<file path="src/rtl/pic_pkg.sv">
// pic_pkg: shared types, OCW2 encodings and helpers for the 8259-style controller.
package pic_pkg;
    localparam int LVL_W = 3;

    typedef enum logic [1:0] {IDLE, ACK1, WAIT2, ACK2} state_t;

    localparam logic [2:0] OCW2_NS_EOI   = 3'b001;
    localparam logic [2:0] OCW2_S_EOI    = 3'b011;
    localparam logic [2:0] OCW2_ROT_NS   = 3'b101;
    localparam logic [2:0] OCW2_ROT_S    = 3'b111;
    localparam logic [2:0] OCW2_SET_PRI  = 3'b110;
    localparam logic [2:0] OCW2_AEOI_SET = 3'b100;
    localparam logic [2:0] OCW2_AEOI_CLR = 3'b000;
    localparam logic [2:0] OCW2_NOP      = 3'b010;

    function automatic logic [LVL_W-1:0] onehot_to_level(input logic [7:0] v);
        onehot_to_level = '0;
        for (int i = 0; i < 8; i++)
            if (v[i]) onehot_to_level = LVL_W'(i);
    endfunction
endpackage

</file>
<file path="src/rtl/pic_inta_sequencer_edge.sv">
// inta_edge_detect: optional two-flop synchronizer on inta_n plus fall/rise pulse generation.
module inta_edge_detect #(
    parameter bit SYNC_INTA = 1'b1
) (
    input  logic clk,
    input  logic reset,
    input  logic inta_n_i,
    output logic fall_o,
    output logic rise_o
);
    logic [1:0] sync_q;
    logic       prev_q;
    logic       cur;

    assign cur = SYNC_INTA ? sync_q[1] : inta_n_i;

    always_ff @(posedge clk or posedge reset) begin
        if (reset) begin
            sync_q <= 2'b11;
            prev_q <= 1'b1;
        end else begin
            sync_q <= {sync_q[0], inta_n_i};
            prev_q <= cur;
        end
    end

    assign fall_o = prev_q & ~cur;
    assign rise_o = ~prev_q & cur;
endmodule

</file>
<file path="src/rtl/pic_inta_sequencer.sv">
// pic_inta_sequencer: owns ISR and priority rotation, raises INT, runs the 8086 two-pulse INTA
// handshake and executes OCW2 end-of-interrupt / rotation commands.
module pic_inta_sequencer
    import pic_pkg::*;
#(
    parameter bit                SYNC_INTA      = 1'b1,
    parameter logic [LVL_W-1:0]  SPURIOUS_LEVEL = 3'd7
) (
    input  logic             clk,
    input  logic             reset,
    input  logic [7:0]       interrupt_vector,
    input  logic             inta_n,
    input  logic             init_clear,
    input  logic [4:0]       vector_base,
    input  logic             auto_eoi,
    input  logic             ocw2_valid,
    input  logic [2:0]       ocw2_cmd,
    input  logic [LVL_W-1:0] ocw2_level,
    output logic             int_out,
    output logic [7:0]       isr,
    output logic [7:0]       irr_clear,
    output logic [LVL_W-1:0] priority_rotate,
    output logic [7:0]       data_out,
    output logic             data_out_en
);
    state_t           state_q, state_d;
    logic             int_q, int_d;
    logic [7:0]       isr_q, isr_d;
    logic [7:0]       irr_q, irr_d;
    logic [LVL_W-1:0] rot_q, rot_d;
    logic [7:0]       dout_q, dout_d;
    logic             den_q, den_d;
    logic             raeoi_q, raeoi_d;
    logic [LVL_W-1:0] lvl_q, lvl_d;
    logic             spur_q, spur_d;
    logic             fall, rise;
    logic [3:0]       hit;
    logic [LVL_W-1:0] req_lvl;

    inta_edge_detect #(.SYNC_INTA(SYNC_INTA)) u_edge (
        .clk      (clk),
        .reset    (reset),
        .inta_n_i (inta_n),
        .fall_o   (fall),
        .rise_o   (rise)
    );

    // {found, level} of the first set ISR bit, scanning upward from the rotation point.
    function automatic logic [3:0] isr_highest(input logic [7:0] v, input logic [LVL_W-1:0] r);
        isr_highest = '0;
        for (int i = 7; i >= 0; i--)
            if (v[r + LVL_W'(i)]) isr_highest = {1'b1, r + LVL_W'(i)};
    endfunction

    assign hit     = isr_highest(isr_q, rot_q);
    assign req_lvl = onehot_to_level(interrupt_vector);

    always_comb begin
        state_d = state_q;
        int_d   = int_q;
        isr_d   = isr_q;
        irr_d   = '0;
        rot_d   = rot_q;
        dout_d  = dout_q;
        den_d   = den_q;
        raeoi_d = raeoi_q;
        lvl_d   = lvl_q;
        spur_d  = spur_q;
        // EOI clears are applied first so a same-cycle ACK1 set overrides them.
        if (ocw2_valid) begin
            case (ocw2_cmd)
                OCW2_NS_EOI, OCW2_ROT_NS: if (hit[3]) begin
                    isr_d[hit[2:0]] = 1'b0;
                    if (ocw2_cmd == OCW2_ROT_NS) rot_d = hit[2:0] + 3'd1;
                end
                OCW2_S_EOI, OCW2_ROT_S: begin
                    isr_d[ocw2_level] = 1'b0;
                    if (ocw2_cmd == OCW2_ROT_S) rot_d = ocw2_level + 3'd1;
                end
                OCW2_SET_PRI:  rot_d   = ocw2_level + 3'd1;
                OCW2_AEOI_SET: raeoi_d = 1'b1;
                OCW2_AEOI_CLR: raeoi_d = 1'b0;
                default: ;
            endcase
        end
        case (state_q)
            IDLE: begin
                int_d = int_q | (|interrupt_vector);
                if (fall && int_q) begin
                    state_d = ACK1;
                    int_d   = 1'b0;
                    spur_d  = ~|interrupt_vector;
                    lvl_d   = spur_d ? SPURIOUS_LEVEL : req_lvl;
                    if (!spur_d) begin
                        isr_d[req_lvl] = 1'b1;
                        irr_d[req_lvl] = 1'b1;
                    end
                end
            end
            ACK1: state_d = rise ? WAIT2 : ACK1;
            WAIT2: if (fall) begin
                state_d = ACK2;
                dout_d  = {vector_base, lvl_q};
                den_d   = 1'b1;
            end
            ACK2: if (rise) begin
                state_d = IDLE;
                den_d   = 1'b0;
                if (auto_eoi && !spur_q) begin
                    isr_d[lvl_q] = 1'b0;
                    if (raeoi_q) rot_d = lvl_q + 3'd1;
                end
            end
            default: state_d = IDLE;
        endcase
        if (init_clear) begin
            state_d = IDLE;
            int_d   = 1'b0;
            isr_d   = '0;
            irr_d   = '0;
            rot_d   = '0;
            dout_d  = '0;
            den_d   = 1'b0;
            raeoi_d = 1'b0;
            lvl_d   = '0;
            spur_d  = 1'b0;
        end
    end

    always_ff @(posedge clk or posedge reset) begin
        if (reset) begin
            state_q <= IDLE;
            int_q   <= 1'b0;
            isr_q   <= '0;
            irr_q   <= '0;
            rot_q   <= '0;
            dout_q  <= '0;
            den_q   <= 1'b0;
            raeoi_q <= 1'b0;
            lvl_q   <= '0;
            spur_q  <= 1'b0;
        end else begin
            state_q <= state_d;
            int_q   <= int_d;
            isr_q   <= isr_d;
            irr_q   <= irr_d;
            rot_q   <= rot_d;
            dout_q  <= dout_d;
            den_q   <= den_d;
            raeoi_q <= raeoi_d;
            lvl_q   <= lvl_d;
            spur_q  <= spur_d;
        end
    end

    assign int_out         = int_q;
    assign isr             = isr_q;
    assign irr_clear       = irr_q;
    assign priority_rotate = rot_q;
    assign data_out        = dout_q;
    assign data_out_en     = den_q;
endmodule
</file>
<file path="config.mk">
export PLATFORM = sky130hd
export DESIGN_NAME = pic_inta_sequencer
export DESIGN_NICKNAME = d
export VERILOG_FILES = /design/src/rtl/pic_pkg.sv /design/src/rtl/pic_inta_sequencer_edge.sv /design/src/rtl/pic_inta_sequencer.sv
export SDC_FILE = /design/constraint.sdc
export NUM_CORES = 1
export LEC_CHECK = 0
export ABC_CLOCK_PERIOD_IN_PS = 4300
export BUFFER_PORTS_ARGS = -buffer_cell sky130_fd_sc_hd__clkbuf_2
export CORE_AREA = 2 2 84 86
export DETAILED_ROUTE_END_ITERATION = 12
export DIE_AREA = 0 0 86 88
export PLACE_DENSITY_LB_ADDON = 0.08
export SYNTH_ARGS = -nofsm -noshare
export SYNTH_HDL_FRONTEND = slang
export SYNTH_SLANG_ARGS = --single-unit
</file>
<file path="constraint.sdc">
create_clock -name clk -period 4.3 [get_ports clk]
set_input_delay 0.86 -clock clk [delete_from_list [all_inputs] [get_ports clk]]
set_output_delay 0.86 -clock clk [all_outputs]
set_load 0.02 [all_outputs]
</file>
**Yosys cells after proc, flatten, opt, wreduce, memory -nomap -nowiden**

Index checks and enable logic that the tools add are counted.

- Add/subtract/negate cells: 10
- $lt $le $gt $ge: 16
- Eq/ne operators: 12
- Multiplexer cells: 88
- Bitwise logic cells: 12
- Reduce and logical (&&, ||, !) cells: 25

Operator list:

| kind | count |
|---|---|
| two-way mux 8 bit | 14 |
| two-way mux 3 bit | 19 |
| < comparator 3 x 4 -> 1 bit (second input constant) | 12 |
| two-way mux 4 bit | 8 |
| one-hot mux 8 bit (2 select lines) | 2 |
| bitwise AND 8 bit | 3 |
| binary-select mux 1 bit (select 3 bit) | 8 |
| two-way mux 1 bit | 24 |
| NOT 8 bit | 3 |
| adder 3 x 1 -> 3 bit (second input constant) | 4 |
| adder 3 bit (second input constant) | 4 |
| demux 1 bit (select 3 bit) | 4 |
| == test 3 bit (second input constant) | 4 |
| >= comparator 3 x 1 -> 1 bit (second input constant) | 4 |
| two-way mux 2 bit | 5 |
| nonzero test 2 bit | 5 |
| inequality test 3 bit (second input constant) | 3 |
| one-hot mux 3 bit (3 select lines) | 1 |
| bitwise OR 8 bit | 1 |
| one-hot mux 2 bit (4 select lines) | 1 |
| OR reduction 8 bit | 1 |
| adder 3 x 2 -> 3 bit (second input constant) | 2 |
| logical AND 1 bit | 6 |
| AND reduction 2 bit | 3 |
| 14 further kinds | 22 |

- Flip-flop bits (word level): 39
- Input bits: 25
- Output and inout port bits: 29
- Logic and storage cells: 175

**Logic depth before layout (Yosys ltp)**

Gate-level depths: netlist of run 1.

- Word-level depth: 25
- Gate-level depth with buffers: 15

**Hierarchy**

A second synthesis of run 1 with hierarchy kept.

- Cell total of the unflattened synthesis: 376
- Area, all modules: 3276.9 um^2

Modules (own cells, without submodules):

| module | instances | cells each | area an instance (um^2) | sequential area each (um^2) |
|---|---|---|---|---|
| pic_inta_sequencer | 1 | 370 | 3179.3 | 900.9 |
| inta_edge_detect | 1 | 6 | 97.6 | 78.8 |

**Worst setup path after synthesis of run 1**

No wires, ideal clock.

- Path kind: register to register
- From: register rot_q[0], in the netlist priority_rotate[0]
- To: register rot_q[1], in the netlist priority_rotate[1]
- Arrival: 3.640 ns
- Slack: 0.524 ns
- Cell stages (with the launch flop): 15
- Cells stage by stage: dfrtp_1 buf_6 inv_1 ha_1 mux4_1 mux2_2 a2bb2oi_1 o41ai_4 a211o_1 nand2_1 ha_1 o21ai_0 nand2_1 o211ai_1 a21oi_1

- Word-level cells in the longest chain between the ends: 21
- Elaborated cells on any way between the ends: 41
- Those cells by class: 8 x add/sub; 33 x mux

Ends and longest elaborated chain:

| item | line | RTL |
|---|---|---|
| from (decl) | pic_inta_sequencer.sv:30 | `logic [LVL_W-1:0] rot_q, rot_d;` |
| from (signal assigned) | pic_inta_sequencer.sv:147 | `rot_q <= rot_d;` |
| adder 3 bit | pic_inta_sequencer.sv:52 | `if (v[r + LVL_W'(i)]) isr_highest = {1'b1, r + LVL_W'(i)};` |
| binary-select mux 1 bit (select 3 bit) | pic_inta_sequencer.sv:52 |  |
| two-way mux 1 bit (not written as such) | pic_inta_sequencer.sv:52 |  |
| two-way mux 4 bit (7 in series) | pic_inta_sequencer.sv:52 |  |
| two-way mux 4 bit (*) | pic_inta_sequencer.sv:52 |  |
| adder 3 x 1 -> 3 bit | pic_inta_sequencer.sv:74 | `if (ocw2_cmd == OCW2_ROT_NS) rot_d = hit[2:0] + 3'd1;` |
| two-way mux 3 bit | pic_inta_sequencer.sv:74 |  |
| two-way mux 3 bit (*) | pic_inta_sequencer.sv:72 | `OCW2_NS_EOI, OCW2_ROT_NS: if (hit[3]) begin` |
| one-hot mux 3 bit (3 select lines) (*) | pic_inta_sequencer.sv:71 | `case (ocw2_cmd)` |
| two-way mux 3 bit (*) | pic_inta_sequencer.sv:70 | `if (ocw2_valid) begin` |
| two-way mux 3 bit | pic_inta_sequencer.sv:111 | `if (raeoi_q) rot_d = lvl_q + 3'd1;` |
| two-way mux 3 bit | pic_inta_sequencer.sv:109 | `if (auto_eoi && !spur_q) begin` |
| two-way mux 3 bit | pic_inta_sequencer.sv:106 | `ACK2: if (rise) begin` |
| two-way mux 3 bit (*) | pic_inta_sequencer.sv:86 | `case (state_q)` |
| two-way mux 3 bit (*) | pic_inta_sequencer.sv:116 | `if (init_clear) begin` |
| named net rot_d[1] | pic_inta_sequencer.sv:30 |  |

The timed path passes the listed nets; every way through them passes the cells marked *. The select of a mux whose other input is x is not followed.
A chain may end at the register's enable or synchronous reset.

**Final worst setup path of run 1**

- From: register rot_q[1], in the netlist priority_rotate[1]
- To: register rot_q[1], in the netlist priority_rotate[1]

- Word-level cells in the longest chain between the ends: 21
- Elaborated cells on any way between the ends: 42
- Those cells by class: 8 x add/sub; 34 x mux

Ends and longest elaborated chain:

| item | line |
|---|---|
| adder 3 bit | pic_inta_sequencer.sv:52 |
| binary-select mux 1 bit (select 3 bit) | pic_inta_sequencer.sv:52 |
| two-way mux 1 bit (not written as such) | pic_inta_sequencer.sv:52 |
| two-way mux 4 bit (8 in series) | pic_inta_sequencer.sv:52 |
| adder 3 x 1 -> 3 bit | pic_inta_sequencer.sv:74 |
| two-way mux 3 bit | pic_inta_sequencer.sv:74 |
| two-way mux 3 bit | pic_inta_sequencer.sv:72 |
| one-hot mux 3 bit (3 select lines) | pic_inta_sequencer.sv:71 |
| two-way mux 3 bit (*) | pic_inta_sequencer.sv:70 |
| two-way mux 3 bit | pic_inta_sequencer.sv:111 |
| two-way mux 3 bit | pic_inta_sequencer.sv:109 |
| two-way mux 3 bit | pic_inta_sequencer.sv:106 |
| two-way mux 3 bit (*) | pic_inta_sequencer.sv:86 |
| two-way mux 3 bit (*) | pic_inta_sequencer.sv:116 |
| named net rot_d[1] | pic_inta_sequencer.sv:30 |

Marked as above.

==> run summary, run 1 <==
The mean routed wirelength per cell came out at 18.50 um. The final-report max-slew violation count is 0. The tools report the post-placement cell area as 0.003651 mm2. The run gives 570 ps as the setup slack of the most critical reg-to-reg path.

Static timing analysis puts the maximum clock frequency at 0.2683 GHz. TritonCTS built the clock tree. In this run the critical register-to-register path is launched from priority_rotate[1]. The routed design has 9.213 mm of wire. The CTS buffer count is 5, and the leakage dissipation is 1.559 nW. The startpoint kind of the worst setup timing path is a flip-flop. The area share of the largest cell type after synthesis is 0.2687, and the number of enable-type register cells in the synthesized netlist is 0. The number of storage elements in the synthesis netlist is 39, and the height of the chip is 88 um. The tools report the critical hold path startpoint as u_edge.sync_q[0]. The number of nets in the synthesized netlist is 409. After synthesis, the cell types taking the most area are sky130_fd_sc_hd__dfrtp_1, sky130_fd_sc_hd__mux4_2, sky130_fd_sc_hd__nand2_1.

The detail route stage leaves a number of antenna-violating nets equal to 0. Yosys printed 0 warnings. In this run, post-CTS hold repair placed 0 buffers. Setup violations remaining at the end of the flow were counted as 0. The growth of design area from synthesis to finish was 11.53%. Final cycle utilization of the critical path: 0.8669. STA classifies the critical path endpoint as a flip-flop. Hold timing on the final database bottoms out at a slack of 363.2 ps. The tools report the insertion delay of the later-clocked pin in the worst-skew pair as 300 ps. The number of vias after detailed routing was 3202. The clock passes through at most 2 buffers. The tool flagged a number of max-cap violations equal to 0.

Type of the tightest min-delay check: flip-flop to flip-flop. The H-tree was split into 2 levels. The floorplan has 30 rows. The critical path in this run is classified as flip-flop to flip-flop. The sum of overflow across all layers after global routing is 0, and the post-CTS clock slew at the launch and capture registers of the worst setup and hold paths is 80 ps. The fraction of layout cells with a size suffix above 1 is 0.2464. The library cells used most frequently in the layout, excluding fill and tap cells, are sky130_fd_sc_hd__clkbuf_2, sky130_fd_sc_hd__nand2_1, sky130_fd_sc_hd__dfrtp_1. The flow ran to the end, and the final reports show no timing, DRC or antenna violations. For the global router's overall resource usage, the log shows 0.2530. At the pin with the least slew margin, the transition time is 911.2 ps.

The number of buffers added on ports is 53, and the data arrival time of the critical path is 3880 ps. The number of antenna repair diodes was 0. The clock period minus final worst setup slack is 3727 ps, and the effective utilization at floorplan is 0.5047. The post-cts gate resize count is 0. For the final weighted congestion in routability-driven placement, the log shows 0.9334. Setup repair after global routing left no endpoint under its margin. The clock arrives with 11.02 ps of skew. The first element of the critical path was priority_rotate[1].

For this design the ratio of total power to cell area is 250.2 mW/mm2. The first-pass GRT wire length was 15.16 mm; the violation count after the first detailed-route iteration was 238. Measured in cells, the most critical reg-to-reg path has a length of 14.

The main flop type after synthesis was sky130_fd_sc_hd__dfrtp_1. The share of flip-flops with an asynchronous set or reset after synthesis is 1.000, and the required arrival time at the worst endpoint is 4450 ps. The final cell area excluding filler cells was 0.003740 mm2. For the net count of the finished layout, the log shows 452. The netlist area before placement was 0.003353 mm2. The via density per instance came out at 6.430. The die extent in x works out to 86 um. The logs give 0.2922 for the portion of the post-synthesis area used by sequential elements and 54 for the top-level I/O count.

The tools report the number of global-route vias before repair as 3020. The maximum ir drop on the vdd rail was 0.0002192 V. The post-synthesis cell count was 374. Top cell type by total area after synthesis: sky130_fd_sc_hd__dfrtp_1.

For the largest net degree at the start of global routing, the log shows 33. Counting distinct cell types in the post-synthesis netlist gives 69. The number of antenna violations at the first check in global routing is 0, and the synthesized area per cell is 8.966 um2. The residual DRC count is 0.

The first detailed-routing pass ran for 4 iterations. Number of hold-slack violations in the final timing report: 0. The most common cell after layout, fill and taps aside is sky130_fd_sc_hd__clkbuf_2.

The tools report the area of the die as 0.007568 mm2. The endpoint identified for the worst register-to-register timing path is priority_rotate[1]. The tools report the core area as 0.006644 mm2.

Of all nets on the critical path, the largest fanout is 12. The cell sitting at the root of the clock tree is a sky130_fd_sc_hd__clkbuf_8. The last element of the critical path was priority_rotate[1]. The run gives 0 ps as the summed negative setup slack over all endpoints. The headroom to the max-slew limit was 0.3919. After clock tree synthesis, the setup repair step added 0 buffers. The HPWL after detailed placement is 7.025 mm. The run gives 39 as the number of clock sinks seen by CTS.
[kinds of logic after synthesis]
group,after synthesis,synth area share
flops,39,0.2922
simple gates,133,0.2015
buf+inv,38,0.05149
compound gates,117,0.2455
xor+xnor,4,0.01045
mux,33,0.1616
fa+ha+maj,10,0.03731
[state kept, by name (all words and copies together), names as in the netlist]
register         flops
data_out             8
irr_clear            8
isr                  8
lvl_q                3
priority_rotate      3
state_q              2
u_edge.sync_q        2
data_out_en          1
int_out              1
raeoi_q              1
spur_q               1
u_edge.prev_q        1
[per-stage QoR]
step,total power [mW],setup slack [ps],util,cells
finish,0.9358,572.5,0.5629,498
detailed placement,0.6942,584.4,0.5495,490
floorplan,0.6217,524.1,-,374
CTS,0.9418,576.2,0.5629,498
global placement,0.6889,680.9,0.5495,490
global route,0.9899,304.3,0.5629,498
[cells in the mapped netlist (3+ instances only)]
master	number
sky130_fd_sc_hd__a211oi_1	5
sky130_fd_sc_hd__a21o_1	3
sky130_fd_sc_hd__a21oi_1	28
sky130_fd_sc_hd__a221o_1	3
sky130_fd_sc_hd__a221oi_1	3
sky130_fd_sc_hd__a311oi_1	6
sky130_fd_sc_hd__a31oi_1	5
sky130_fd_sc_hd__and2_1	3
sky130_fd_sc_hd__buf_2	3
sky130_fd_sc_hd__buf_6	3
sky130_fd_sc_hd__clkbuf_1	17
sky130_fd_sc_hd__dfrtp_1	36
sky130_fd_sc_hd__dfstp_2	3
sky130_fd_sc_hd__ha_1	10
sky130_fd_sc_hd__inv_1	13
sky130_fd_sc_hd__mux2_2	6
sky130_fd_sc_hd__mux2i_1	11
sky130_fd_sc_hd__mux4_2	14
sky130_fd_sc_hd__nand2_1	41
sky130_fd_sc_hd__nand2b_1	8
sky130_fd_sc_hd__nand3_1	18
sky130_fd_sc_hd__nand4_1	5
sky130_fd_sc_hd__nor2_1	26
sky130_fd_sc_hd__nor2b_1	4
sky130_fd_sc_hd__nor3_1	6
sky130_fd_sc_hd__nor4_1	3
sky130_fd_sc_hd__o211ai_1	8
sky130_fd_sc_hd__o21ai_0	20
sky130_fd_sc_hd__o22ai_1	3
sky130_fd_sc_hd__o31ai_1	6
sky130_fd_sc_hd__or4_1	3
[report_power, final]
| group | switching [mW] | internal [mW] |
|---|---|---|
| sequential | 0.0217 | 0.381 |
| combinational | 0.176 | 0.111 |
| clock | 0.133 | 0.113 |
| total | 0.331 | 0.604 |
[final cells by class]
class,instances,area [um2]
inverter,14,52.55
multi-input combinational,297,2201
clock inverter,3,20.02
timing repair buffer,60,317.8
fill,613,2904
clock buffer,5,68.82
sequential,39,979.7
tap,80,100.1
[worst min-delay path by stage]
stage | endpoint | depth (start not counted) | slack (ps)
2_1_floorplan | u_edge.sync_q[1] | 0 | 350
3_3_place_gp | u_edge.sync_q[1] | 0 | 350
3_5_place_dp | u_edge.sync_q[1] | 0 | 350
4_1_cts | u_edge.sync_q[1] | 0 | 370
5_1_grt | u_edge.sync_q[1] | 0 | 370
6_report | u_edge.sync_q[1] | 0 | 360
[critical path, cell delays in order (launching register included)]
cell and delay [ps]:
sky130_fd_sc_hd__dfrtp_1 350, sky130_fd_sc_hd__inv_1 120, sky130_fd_sc_hd__ha_1 340, sky130_fd_sc_hd__buf_4 210, sky130_fd_sc_hd__mux4_1 670, sky130_fd_sc_hd__mux2_2 300
sky130_fd_sc_hd__a2bb2oi_1 170, sky130_fd_sc_hd__o41ai_4 410, sky130_fd_sc_hd__a211o_1 260, sky130_fd_sc_hd__nand2_1 80, sky130_fd_sc_hd__ha_1 280, sky130_fd_sc_hd__o21ai_0 160
sky130_fd_sc_hd__nand2_1 70, sky130_fd_sc_hd__o211ai_1 90, sky130_fd_sc_hd__a21oi_1 90
[metal layers]
| layer | share of wire | wire length, um | track usage |
|---|---|---|---|
| met1 | 0.40 | 3716 | 0.3048 |
| met2 | 0.53 | 4849 | 0.4524 |
| met3 | 0.042 | 390 | 0.03299 |
| met4 | 0.028 | 257 | 0.1126 |
| met5 | 0 | 0 | 0 |
Power figures use the tool's default switching activity.
==> run 2: changes to the inputs <==
- ABC_AREA: default -> 1
- CAP_MARGIN: default -> 20
- CORE_AREA: 2 2 84 86 -> 2 2 81 83
- CTS_CLUSTER_DIAMETER: default -> 200
- DIE_AREA: 0 0 86 88 -> 0 0 83 85
==> run summary, run 2 <==
The run finished with clean final reports. The via density per instance is 5.418 (-16%). The top fanout value on the critical path is 15 (+3). The global router's overall resource usage was 0.2449 (-0.008016).

Worst path buffer plus inverter count: 4 (+2). The worst setup path is captured at a flip-flop. The filler cell count was 621 (+1.3%).

The critical path goes through inv_2 > ha_1 > inv_2 > nand3_1 > nand3_1 > nand2_2 > inv_2 > nand3_1 > nand3_1 > nand2_1 > nand2_1 > nand2_1 > nand2_2 > nand2_4 > inv_1 > ha_1 > o21ai_0 > a21oi_1 > o21ai_0 > a31oi_1. The final weighted congestion in routability-driven placement came out at 0.9446 (+1.2%). The number of hold-slack violations in the final timing report was 0 (unchanged); the number of vias after detailed routing was 3186 (-0.50%).

The post-cts gate resize count came out at 0 (unchanged). The most instantiated library cell after synthesis was sky130_fd_sc_hd__nand2_1. The netlist area before placement was 0.003125 mm2 (-6.8%). The tools report the routed wire length as 8.361 mm (-9.2%). For the H-tree depth, the log shows 2 (unchanged). The residual DRC count is 0 (unchanged), and the die extent in x is 83 um (-3.5%). The area of the die was 0.007055 mm2 (-6.8%). In this run the clock root is driven by a sky130_fd_sc_hd__clkbuf_8. The area share of the largest cell type after synthesis is 0.2882 (+0.01957). Worst setup path category: flip-flop to flip-flop. The run gives 1011 ps (+427.0 ps) as the worst slack at placement.

The number of buffers added on ports is 53 (unchanged), and the number of antenna violations at the first check in global routing is 0 (unchanged). The reported max-cap violation count is 0 (unchanged). The run gives 0 (unchanged) as the number of buffers added to fix hold violations after cts. The number of optimization iterations in the first detailed-route pass was 4 (unchanged); the maximum ir drop on the vdd rail was 0.0002857 V (+30%). The mean routed wirelength per cell came out at 14.22 um (-23%). The kind of cell with the highest combined delay along the critical path is simple AND/OR/NAND/NOR gates. The main flop type after synthesis is sky130_fd_sc_hd__dfrtp_1. The actual transition at the worst max-transition pin was 774.5 ps (-136.7 ps); the count of final setup violators was 0 (unchanged). The tightest min-delay check is of the flip-flop to flip-flop type.

Leaving out fill and tap cells, the most frequent cells in the layout are sky130_fd_sc_hd__nand2_1, sky130_fd_sc_hd__inv_1, sky130_fd_sc_hd__clkbuf_2. The tools report the startpoint of the most critical register-to-register path as priority_rotate[0]. Post-synthesis cell count: 459 (+23%). The logs give 0 (unchanged) for the number of setup buffers added after CTS and 0.3135 (+0.02129) for the portion of the post-synthesis area used by sequential elements. The headroom to the max-slew limit came out at 0.4789 (+0.08703). The run gives 2 (unchanged) as the maximum count of clock buffers along a single path.

The worst hold path begins at u_edge.sync_q[0]. Counting instances in the post-synthesis netlist gives the leading cell types as sky130_fd_sc_hd__nand2_1, sky130_fd_sc_hd__inv_1, sky130_fd_sc_hd__nand3_1. The number of storage elements in the synthesis netlist came out at 39 (unchanged). Ranked by total cell area, the synthesized netlist is headed by sky130_fd_sc_hd__dfrtp_1, sky130_fd_sc_hd__nand2_1, sky130_fd_sc_hd__nand3_1. The final worst slack came out at 944.1 ps (+371.6 ps). Setup repair after global routing left no endpoint under its margin. For the effective utilization at floorplan, the log shows 0.5037 (-0.0009775). For the number of antenna repair diodes, the log shows 0 (unchanged). The summed negative setup slack over all endpoints came out at 0 ps (unchanged). The CTS buffer count is 5 (unchanged). Among the stages of the critical path, the cell type that occurs most often is sky130_fd_sc_hd__nand3_1.

The number of clock sinks seen by CTS was 39 (unchanged); the synthesized area per cell was 6.809 um2 (-24%). The number of library cell types mapped by synthesis is 43 (-38%), and the largest net degree at the start of global routing is 40 (+21%). The number of nets with antenna violations after routing was 0 (unchanged); the clock period minus final worst setup slack was 3356 ps (-371.6 ps). The first element of the critical path was priority_rotate[0].

The biggest cell delay along the critical path works out to 690 ps (+20 ps). For the worst clock skew on the final layout, the log shows 13.10 ps (+2.083 ps). The fraction of layout cells with a size suffix above 1 works out to 0.2211 (-0.02528). The height of the chip was 85 um (-3.4%). The tools report the insertion delay of the later-clocked pin in the worst-skew pair as 290 ps (about the same).

The number of global-route vias before repair was 3023 (+0.099%); the share of flip-flops with an asynchronous set or reset after synthesis was 1.000 (unchanged). The power density over the cells was 394.4 mW/mm2 (+58%); the final cycle utilization of the critical path was 0.7804 (-0.08642). The run gives 146 (-39%) as the violation count after the first detailed-route iteration. STA classifies the critical path startpoint as a flip-flop.

The growth of design area from synthesis to finish is 14.17%. The core area is 0.006205 mm2 (-6.6%). Leakage dissipation: 1.813 nW (+16%). The required arrival time at the worst endpoint was 4460 ps (about the same); the count of yosys warnings during synthesis was 0 (unchanged). The final-report max-slew violation count was 0 (unchanged); the sum of overflow across all layers after global routing was 0 (unchanged).

Top-level I/O count: 54 (unchanged). Critical-path cell with the highest stage delay: sky130_fd_sc_hd__dfrtp_1. The maximum clock frequency was 0.2980 GHz (+11%). The number of enable-type register cells in the synthesized netlist is 0 (unchanged). The post-CTS clock slew at the launch and capture registers of the worst setup and hold paths came out at 80 ps (about the same). Leaving out fill and tap cells, the most frequent cell in the layout is sky130_fd_sc_hd__nand2_1.

Top cell type by total area after synthesis: sky130_fd_sc_hd__dfrtp_1. Net count of the finished layout: 545 (+21%). The data arrival time of the critical path is 3520 ps (-360 ps). The detailed-placement wirelength estimate is 6.502 mm (-7.4%), and the first-pass GRT wire length is 14.19 mm (-6.4%). TritonCTS built the clock tree.

The tools report the number of nets in the synthesized netlist as 494 (+21%). Cell row count: 29 (-3.3%).
## run 2: cell types whose count changed after synthesis, moves of 5 or more
cell,previous run,this run
sky130_fd_sc_hd__o21ai_0,20,29
sky130_fd_sc_hd__nand2_1,41,120
sky130_fd_sc_hd__nand3_2,0,13
sky130_fd_sc_hd__clkbuf_1,17,5
sky130_fd_sc_hd__o211ai_1,8,3
sky130_fd_sc_hd__inv_1,13,54
sky130_fd_sc_hd__nand3_1,18,50
sky130_fd_sc_hd__mux2_2,6,0
sky130_fd_sc_hd__nand2b_1,8,0
sky130_fd_sc_hd__mux4_2,14,0
sky130_fd_sc_hd__nand2_2,0,11
sky130_fd_sc_hd__o31ai_1,6,1
sky130_fd_sc_hd__mux2i_1,11,0
sky130_fd_sc_hd__inv_2,0,5
## run 2: area by class of cell
class                           instances  area [um2]  share of cell area
Clock inverter                          2       60.06             0.01683
Inverter                               62       237.7             0.06662
Tap cell                               77       96.34             0.02700
Sequential cell                        39       979.7              0.2745
Multi-Input combinational cell        347        1844              0.5168
Clock buffer                            6       72.57             0.02034
Timing Repair Buffer                   55       277.8             0.07784
## run 2: per-layer routing
layer  GRT usage  vias up  part of all wire  wire, um
met5           0        -                 0         0
met4     0.06706        0             0.016       131
met3     0.02529       10             0.046       384
met2      0.4223       84              0.48      3997
met1      0.3297     1457              0.46      3847
li1            -     1635                 -         -
## run 2: metrics by stage
stage | area, um2 | total power, mW | instances | hold WS, ps | utilization
finish | 3568 | 1.407 | 588 | 358.4 | 0.5751
global route | 3568 | 1.509 | 588 | 365.4 | 0.5751
CTS | 3563 | 1.407 | 587 | 359.3 | 0.5743
detailed placement | 3431 | 1.049 | 579 | 347.6 | 0.5529
global placement | 3431 | 1.047 | 579 | 347.3 | 0.5529
floorplan | 3126 | 0.9038 | 459 | 345.2 | -
## run 2: worst register-to-register path, stage by stage (launching register included)
cell	delay (ps)
sky130_fd_sc_hd__dfrtp_1	690
sky130_fd_sc_hd__inv_2	190
sky130_fd_sc_hd__ha_1	530
sky130_fd_sc_hd__inv_2	120
sky130_fd_sc_hd__nand3_1	120
sky130_fd_sc_hd__nand3_1	110
sky130_fd_sc_hd__nand2_2	130
sky130_fd_sc_hd__inv_2	40
sky130_fd_sc_hd__nand3_1	70
sky130_fd_sc_hd__nand3_1	90
sky130_fd_sc_hd__nand2_1	70
sky130_fd_sc_hd__nand2_1	40
sky130_fd_sc_hd__nand2_1	80
sky130_fd_sc_hd__nand2_2	90
sky130_fd_sc_hd__nand2_4	90
sky130_fd_sc_hd__inv_1	50
sky130_fd_sc_hd__ha_1	260
sky130_fd_sc_hd__o21ai_0	170
sky130_fd_sc_hd__a21oi_1	60
sky130_fd_sc_hd__o21ai_0	150
sky130_fd_sc_hd__a31oi_1	100
## run 2: cells by family (layout without fill, tap and decap cells)
logic type,Yosys count,after routing,synth area share
xor+xnor,4,4,0.01121
flops,39,39,0.3135
buf+inv,73,125,0.09647
compound gates,85,85,0.1597
simple gates,248,248,0.3791
fa+ha+maj,10,10,0.04003
## run 2: power breakdown
group	switching [mW]	internal, mW	leakage, nW	total, mW
Combinational	0.411	0.201	1.22	0.612
Sequential	0.0412	0.397	0.522	0.438
Clock	0.126	0.232	0.0654	0.358
## run 2: final timing paths
path                            slack [ps]                  to  cells after the start
max in group asynchronous             3300       u_edge.prev_q                      3
min in group asynchronous              660         data_out[4]                      3
worst max-delay path                   940  priority_rotate[1]                     20
worst min-delay path                   360    u_edge.sync_q[1]                      0
worst min register to register         360    u_edge.sync_q[1]                      0
worst max register to register         940  priority_rotate[1]                     20
